===== src/rtl/if_id_queue_pkg.sv =====
// Shared pipeline definitions for the fetch/decode boundary: NOP encoding,
// exception-code width and the layout of one queued instruction entry.
package if_id_queue_pkg;

  // Instruction word used when no valid entry is presented to decode.
  localparam logic [31:0] INSTR_NOP = 32'h0000_0000;

  // Fetch exception code width and the "no exception" encoding.
  localparam int EXC_W = 5;
  localparam logic [EXC_W-1:0] EXC_NONE = '0;

  // One queued entry: PC, instruction, fetch exception code, delay-slot flag.
  typedef struct packed {
    logic [31:0]      pc;
    logic [31:0]      instr;
    logic [EXC_W-1:0] exccode;
    logic             delay;
  } entry_t;

  // Width of a packed entry (32 + 32 + 5 + 1 = 70 bits).
  localparam int ENTRY_W = $bits(entry_t);

  // Entry presented to decode while the queue is empty.
  function automatic entry_t nop_entry();
    entry_t e;
    e.pc      = 32'h0000_0000;
    e.instr   = INSTR_NOP;
    e.exccode = EXC_NONE;
    e.delay   = 1'b0;
    return e;
  endfunction

  // True when the entry carries a fetch exception.
  function automatic logic has_exception(input logic [EXC_W-1:0] code);
    return code != EXC_NONE;
  endfunction

endpackage : if_id_queue_pkg


===== src/rtl/if_id_queue_mem.sv =====
// Entry storage for the fetch/decode queue: DEPTH x 70-bit register array
// with one synchronous write port and one asynchronous read port. The array
// is deliberately not reset; the control logic masks stale contents.
module queue_mem
  import if_id_queue_pkg::*;
#(
  parameter int DEPTH = 2,
  localparam int AW   = $clog2(DEPTH)
) (
  input  logic          clk,
  input  logic          wr_en,
  input  logic [AW-1:0] wr_addr,
  input  entry_t        wr_data,
  input  logic [AW-1:0] rd_addr,
  output entry_t        rd_data
);

  entry_t mem [DEPTH];

  // Write the incoming entry at the write pointer when a push is accepted.
  always_ff @(posedge clk) begin
    if (wr_en) begin
      mem[wr_addr] <= wr_data;
    end
  end

  // Head entry is read combinationally so decode sees it with no extra delay.
  assign rd_data = mem[rd_addr];

endmodule : queue_mem


===== src/rtl/if_id_queue.sv =====
// Instruction queue between fetch and decode. Holds up to DEPTH entries in
// FIFO order. Once an entry carrying a fetch exception is accepted, further
// fetches are held off until that entry reaches decode, so nothing younger
// than a faulting instruction is ever queued behind it.
//
// Handshake: each side is a valid/ready pair. A transfer happens on a rising
// edge where both valid and ready are high. Valid never depends on ready on
// the same side; In_ready depends only on queue state and Flush, and
// Out_valid depends only on queue state.
module if_id_queue
  import if_id_queue_pkg::*;
#(
  parameter int DEPTH = 2
) (
  input  logic                     Clk,
  input  logic                     Reset,
  input  logic                     Flush,
  input  logic                     In_valid,
  output logic                     In_ready,
  input  logic [31:0]              In_Pc,
  input  logic [31:0]              In_Instr,
  input  logic [EXC_W-1:0]         In_exccode,
  input  logic                     In_delay,
  output logic                     Out_valid,
  input  logic                     Out_ready,
  output logic [31:0]              Out_Pc,
  output logic [31:0]              Out_Instr,
  output logic [EXC_W-1:0]         Out_exccode,
  output logic                     Out_delay,
  output logic [$clog2(DEPTH):0]   Count
);

  localparam int AW = $clog2(DEPTH);
  localparam int CW = AW + 1;
  localparam logic [CW-1:0] FULL_COUNT = CW'(DEPTH);

  logic [AW-1:0] wr_ptr;
  logic [AW-1:0] rd_ptr;
  logic [CW-1:0] count_q;
  logic          exc_hold;

  logic          not_empty;
  logic          not_full;
  logic          push;
  logic          pop;
  entry_t        in_entry;
  entry_t        head_entry;
  entry_t        out_entry;

  // Occupancy flags and handshake qualification.
  assign not_empty = (count_q != '0);
  assign not_full  = (count_q < FULL_COUNT);
  assign In_ready  = not_full & ~exc_hold & ~Flush;
  assign push      = In_valid & In_ready;
  assign pop       = not_empty & Out_ready;

  // Pack the fetch-side fields into one storage entry.
  assign in_entry.pc      = In_Pc;
  assign in_entry.instr   = In_Instr;
  assign in_entry.exccode = In_exccode;
  assign in_entry.delay   = In_delay;

  queue_mem #(
    .DEPTH (DEPTH)
  ) u_mem (
    .clk     (Clk),
    .wr_en   (push & Reset),
    .wr_addr (wr_ptr),
    .wr_data (in_entry),
    .rd_addr (rd_ptr),
    .rd_data (head_entry)
  );

  // Pointer, occupancy and exception-hold update; reset beats flush beats
  // push/pop. Pointers wrap naturally because DEPTH is a power of two.
  always_ff @(posedge Clk) begin
    if (!Reset) begin
      wr_ptr   <= '0;
      rd_ptr   <= '0;
      count_q  <= '0;
      exc_hold <= 1'b0;
    end else if (Flush) begin
      wr_ptr   <= '0;
      rd_ptr   <= '0;
      count_q  <= '0;
      exc_hold <= 1'b0;
    end else begin
      if (push) begin
        wr_ptr <= wr_ptr + AW'(1);
      end
      if (pop) begin
        rd_ptr <= rd_ptr + AW'(1);
      end
      case ({push, pop})
        2'b10:   count_q <= count_q + CW'(1);
        2'b01:   count_q <= count_q - CW'(1);
        default: count_q <= count_q;
      endcase
      // The faulting entry is always the youngest queued, so its pop ends
      // the hold; a new faulting push (only possible with no hold) sets it.
      if (pop && has_exception(head_entry.exccode)) begin
        exc_hold <= 1'b0;
      end
      if (push && has_exception(In_exccode)) begin
        exc_hold <= 1'b1;
      end
    end
  end

  // Present the head entry, or a NOP with cleared fields when empty.
  assign out_entry   = not_empty ? head_entry : nop_entry();
  assign Out_valid   = not_empty;
  assign Out_Pc      = out_entry.pc;
  assign Out_Instr   = out_entry.instr;
  assign Out_exccode = out_entry.exccode;
  assign Out_delay   = out_entry.delay;
  assign Count       = count_q;

endmodule : if_id_queue


===== config.mk =====
export PLATFORM = sky130hd
export DESIGN_NAME = if_id_queue
export DESIGN_NICKNAME = d
export VERILOG_FILES = /design/src/rtl/if_id_queue_pkg.sv /design/src/rtl/if_id_queue_mem.sv /design/src/rtl/if_id_queue.sv
export SDC_FILE = /design/constraint.sdc
export NUM_CORES = 1
export LEC_CHECK = 0
export CORE_MARGIN = 2
export CORE_UTILIZATION = 45
export DETAILED_ROUTE_END_ITERATION = 8
export PLACE_DENSITY = 0.8
export SLEW_MARGIN = 20
export SYNTH_ARGS = -nofsm -noshare
export SYNTH_HDL_FRONTEND = slang
export SYNTH_SLANG_ARGS = --single-unit

===== constraint.sdc =====
create_clock -name Clk -period 8 [get_ports Clk]
set_clock_uncertainty 0.15 [all_clocks]
set_input_delay 1.6 -clock Clk [delete_from_list [all_inputs] [get_ports Clk]]
set_output_delay 1.6 -clock Clk [all_outputs]
set_load 0.01 [all_outputs]

# ---- Yosys cells after proc, flatten, opt, wreduce, memory -nomap -nowiden
# Memories as Yosys holds them, arrays and structs flattened. A register that Yosys moved wholly into a read port is not among the register bits.
# Index checks and enable logic that the tools add are counted.
dict set report word_totals {
  ff_bits 5
  ramBits 140
  input_bits 75
  out_inout_bits 74
  elab_cells 36
  n_memories 1
}
dict set report op_classes {
  n_addsub 4
  n_lt_le_gt_ge 1
  eq_ne 2
  muxes 8
  bitwise_logic 8
  n_reduce_logical 8
}
# name words width read_ports rd_ports_with_merged_regs write_ports line_no
set memory_table {}
lappend memory_table {u_mem.mem 2 70 1 1 1 if_id_queue_mem.sv:18} ;# entry_t mem [DEPTH];
# op count
set ops {}
lappend ops {{two-way mux 70 bit} 1}
lappend ops {{nonzero test 5 bit} 2}
lappend ops {{two-way mux 1 bit} 6}
lappend ops {{nonzero test 2 bit} 3}
lappend ops {{bitwise AND 1 bit} 5}
lappend ops {{case mux 2 bit (2 select lines)} 1}
lappend ops {{NOT 1 bit} 3}
lappend ops {{adder 1 bit, second input constant} 2}
lappend ops {{adder 2 x 1 -> 2 bit, second input constant} 1}
lappend ops {{== test 2 x 1 -> 1 bit, second input constant} 1}
lappend ops {{== test 2 bit, second input constant} 1}
lappend ops {{logical AND 1 bit} 2}
lappend ops {{< comparator 2 bit, second input constant} 1}
lappend ops {{OR reduction 2 bit} 1}
lappend ops {{subtractor 2 x 1 -> 2 bit, second input constant} 1}

# ---- Logic depth before layout (Yosys ltp)
dict set report logic_depth {
  word_depth 7
  mapped_depth 6
  ltp_nobuf 6
}

# ---- Cells and area by module
# Synthesis repeated with hierarchy kept, for this count alone.
dict set report hier_totals {
  cells_unflattened 329
  hier_area_um2 6244.7
}
# module n_inst cells_per_inst area_each_um2 seq_area_each_um2
set modules_own_cells {}
lappend modules_own_cells {queue_mem 1 220 5418.9 4204.0}
lappend modules_own_cells {if_id_queue 1 109 825.8 100.1}

# ---- Least setup slack after synthesis
# Ideal clock, no wire load.
dict set report synth_timing {
  kind {in2reg}
  from {input port Flush}
  to {memory u_mem.mem[0][0] in the netlist's numbering (enable)}
  setup_time_ns 0.584
  arrival_ns 6.778
  t_required_ns 7.266
  slack_ns 0.487
  cell_stages 3
  path_buffers 0
  cell_sequence {nor4b_4 -> inv_1 -> nor3_1}
}
dict set report synth_between {
  elab_chain_len 6
}
# item line_no
set synth_lines {}
lappend synth_lines {{from (decl)} if_id_queue.sv:17} ;# input logic Flush,
lappend synth_lines {{NOT 1 bit} if_id_queue.sv:53} ;# assign In_ready = not_full & ~exc_hold & ~Flush;
lappend synth_lines {{bitwise AND 1 bit} if_id_queue.sv:53}
lappend synth_lines {{bitwise AND 1 bit} if_id_queue.sv:54} ;# assign push = In_valid & In_ready;
lappend synth_lines {{bitwise AND 1 bit} if_id_queue.sv:67} ;# .wr_en (push & Reset),
lappend synth_lines {{two-way mux 1 bit} if_id_queue_mem.sv:22} ;# if (wr_en) begin
lappend synth_lines {{two-way mux 1 bit (not written as such)} if_id_queue_mem.sv:23} ;# mem[wr_addr] <= wr_data;
lappend synth_lines {{to (decl)} if_id_queue_mem.sv:18}
# No other way between the ends.

# ---- Worst setup path after layout
dict set report layout_timing {
  from {input port Flush}
  to {output port In_ready}
}
dict set report layout_between {
  elab_chain_len 2
}
# item line_no
set layout_lines {}
lappend layout_lines {{NOT 1 bit} if_id_queue.sv:53}
lappend layout_lines {{bitwise AND 1 bit} if_id_queue.sv:53}
lappend layout_lines {{to (decl)} if_id_queue.sv:19} ;# output logic In_ready,
# No other way between the ends.

==> qor.tcl <==
set qor(hold_path_class) {reg2reg}
set qor(detail_route.wirelength_mm) 10.7
set qor(via_per_inst) 4.83
set qor(die_area_um2) 13300
set qor(grt_first_pass_wirelength_mm) 16.3
set qor(cts-root-buf) {clkbuf_16}
set qor(core.rowCount) 40
set qor(dr.first_iter.drc_count) 128
set qor(setup_crit_path_kind) {in2out}
set qor(run_status) {complete, no violations}
set qor(diodes) 0
set qor(floorplan.initialDensity_pct) 46.3
set qor(async_reset_ff_share_pct) 0
set qor(remaining_drc_errors) 0
set qor(max_slew_margin_pct) 34.6
set qor(synth_cell_types) 24
set qor(flip_flop_cell_with_the_highest_count_after_synthesis) {edfxtp_1}
set qor(ff2ff_path_depth) 2
set qor(worst_ep_arrival_time_ns) 2.85
set qor(avgRoutedWirePerCell_um) 16.0
set qor(firstDrtPassIters) 4
set qor(critical_path_peak_fanout) 4
set qor(holdPathStages) 2
set qor(sort_of_element_at_the_start_of_the_critical_path) {input port}
set qor(cp-end-kind) {primary output}
set qor(power_density_nw_per_um2) 217
set qor(dr_total_vias) 3246
set qor(placement.io_buffers) 148
set qor(maxCapViolations) 0
set qor(timing_max_transition_violations_final) 0
set qor(gp_congestion) 0.726
set qor(met2RoutedLength_mm) 5.34
set qor(finalHoldViolCount) 0
set qor(globalRouteTotalUtil_pct) 16.6
set qor(ys.warnings.count) 0
set qor(cp.required_ns) 6.25
set qor(ir_worst_vdd_mv) 0.132
set qor(worst_setup_hold_path_clk_slew_ns) 0.05
set qor(core_um2) 12100
set qor(cts_buffer_count) 17
set qor(drive_gt1_share_pct) 7.14
set qor(synth_area_per_cell_um2) 16.7
set qor(timing.final.crit_share_pct) 57.5
set qor(grt_start_max_net_pins) 71
set qor(met3_length_um) 796
set qor(area_growth_pct) 39.5
set qor(post-route-min-period_ns) 4.60
set qor(remaining_global_route_overflow) 0
set qor(io-pin-count) 149
set qor(clock.fmax_mhz) 217
set qor(wirelength_met1_mm) 4.32
set qor(totalPowerFinal_mw) 1.69
set qor(post_route_setup_tns_ns) 0
set qor(number_of_synthesized_flops_with_an_enable_pin) 140
set qor(cts_max_path_buffers) 2
set qor(grt_pass1_vias) 3366
set qor(detailedPlacementHpwl_mm) 7.03
set qor(postCtsHoldBufs) 0
set qor(net_count_final) 567
set qor(synthesis.area_um2) 5590
set qor(power.static_leakage_nw) 2.47
set qor(synth_seq_cells) 146
set qor(die_height_um) 115
set qor(top_layer) {met4}
set qor(antenna_found_initial) 0
set qor(synth_nets) 410
set qor(cts_tree) {built}
set qor(dpl.cell_count) 640
set qor(synthesis.instances) 334
set qor(cts_sinks) 146
set qor(chipWidth_um) 115
set qor(tightest_slew_ns) 0.981
set qor(num-fill-cells) 893
set qor(ant_nets) 0
set qor(cts_resized) 0
set qor(postCtsSetupRepairBufs) 0
set qor(htree_num_levels) 4
set qor(grt_setup_unrepaired) {no}
set qor(worstSkewPairLatency_ns) 0.41
set qor(finish.cell_count_without_fillers) 672
set qor(synth_seq_area_share_pct) 77.4
set qor(setup-violations-final) 0
## power breakdown
group          leakage, nW  switching [mW]  internal, mW  total [mW]
Clock                0.266           0.283         0.451       0.734
Combinational        0.888          0.0428        0.0632       0.106
Sequential            1.31         0.00456         0.848       0.852
Total                 2.47           0.330          1.36        1.69
## cell usage in the layout (no fill, tap or decap)
cell,instances
nor4_1,2
mux2i_1,70
dfxtp_1,5
buf_4,5
clkinv_2,4
or4_1,1
nor3_2,1
dfxtp_4,1
bufinv_16,2
or3_1,1
clkinv_1,4
nor2b_1,1
ha_1,1
nand4_1,1
and3_4,1
xnor2_1,2
o21ai_0,2
o211ai_1,2
a21oi_1,1
clkbuf_1,2
clkinv_4,1
nand2b_1,1
clkbuf_16,17
nand2_1,1
clkdlybuf4s50_1,148
nor4b_4,1
clkinvlp_4,2
a31oi_1,1
nor3_1,1
edfxtp_1,140
inv_1,4
nor2_1,75
xor2_1,2
nor2_4,1
## per-layer routing
layer,global-route usage (%),up-vias
li1,-,1559
met1,19.0,1550
met2,27.4,115
met3,5.86,22
met4,8.67,0
met5,0,-
## path summary, 6_finish.rpt
kind / from / end / slack (ns)
hold reg to reg: rd_ptr$_SDFFE_PP0P_ / rd_ptr$_SDFFE_PP0P_ / 0.37
setup / recovery: Flush / In_ready / 3.40
setup reg to reg: Count[1]$_SDFFE_PP0P_ / u_mem.mem[1][69]$_DFFE_PP_ / 5.74
hold / removal: rd_ptr$_SDFFE_PP0P_ / rd_ptr$_SDFFE_PP0P_ / 0.37
## worst max-delay path, stage by stage
cell and delay, ns:
clkdlybuf4s50_1 0.49, nor3_1 0.18, clkdlybuf4s50_1 0.58
## cell usage after synthesis (all sizes together) (2+ instances only)
cell type | number | area share (%)
edfxtp | 140 | 75
dfxtp | 6 | 2.1
xnor2 | 2 | 0.31
xor2 | 2 | 0.31
inv | 4 | 0.27
nor3 | 2 | 0.18
nor2 | 76 | 5.1
o21ai | 2 | 0.18
o211ai | 2 | 0.27
buf | 15 | 1.7
nor4 | 2 | 0.22
mux2i | 70 | 13
## registers in the layout (all words and copies together) (netlist names), named ones only
signal and cells:
exc_hold 1, rd_ptr 1, wr_ptr 1, Count 2, u_mem.mem 140
## logic make-up after synthesis
kind of cell / after synthesis / share of synthesized area [%]
DFF: 146 / 77.4
and+or+nand+nor: 88 / 6.69
muxes: 70 / 12.5
buffers and inverters: 19 / 1.92
AOI/OAI and AO/OA: 6 / 0.649
xor gates and xnor gates: 4 / 0.627
adders and majority gates: 1 / 0.224
## metrics by stage
step                utilization [%]  area [µm²]  hold slack [ns]  setup WS, ns
finish                         64.7        7800            0.369          3.40
global route                   64.7        7800            0.406          3.32
CTS                            64.7        7800            0.377          3.37
detailed placement             60.1        7250            0.362          3.37
global placement               60.1        7250            0.331          3.39
floorplan                         -        5590            0.322         0.487
## area by class of cell
class	instances	area (µm²)	share of cell area (%)
multi-input cells	169	1180	15.1
flip-flops and latches	146	4330	55.5
clock inverters	13	119	1.52
inverters	4	15.0	0.192
repair buffers	153	1520	19.5
well taps	168	210	2.69
clock buffers	19	433	5.55
No activity file was read; power rests on OpenSTA's default activity.
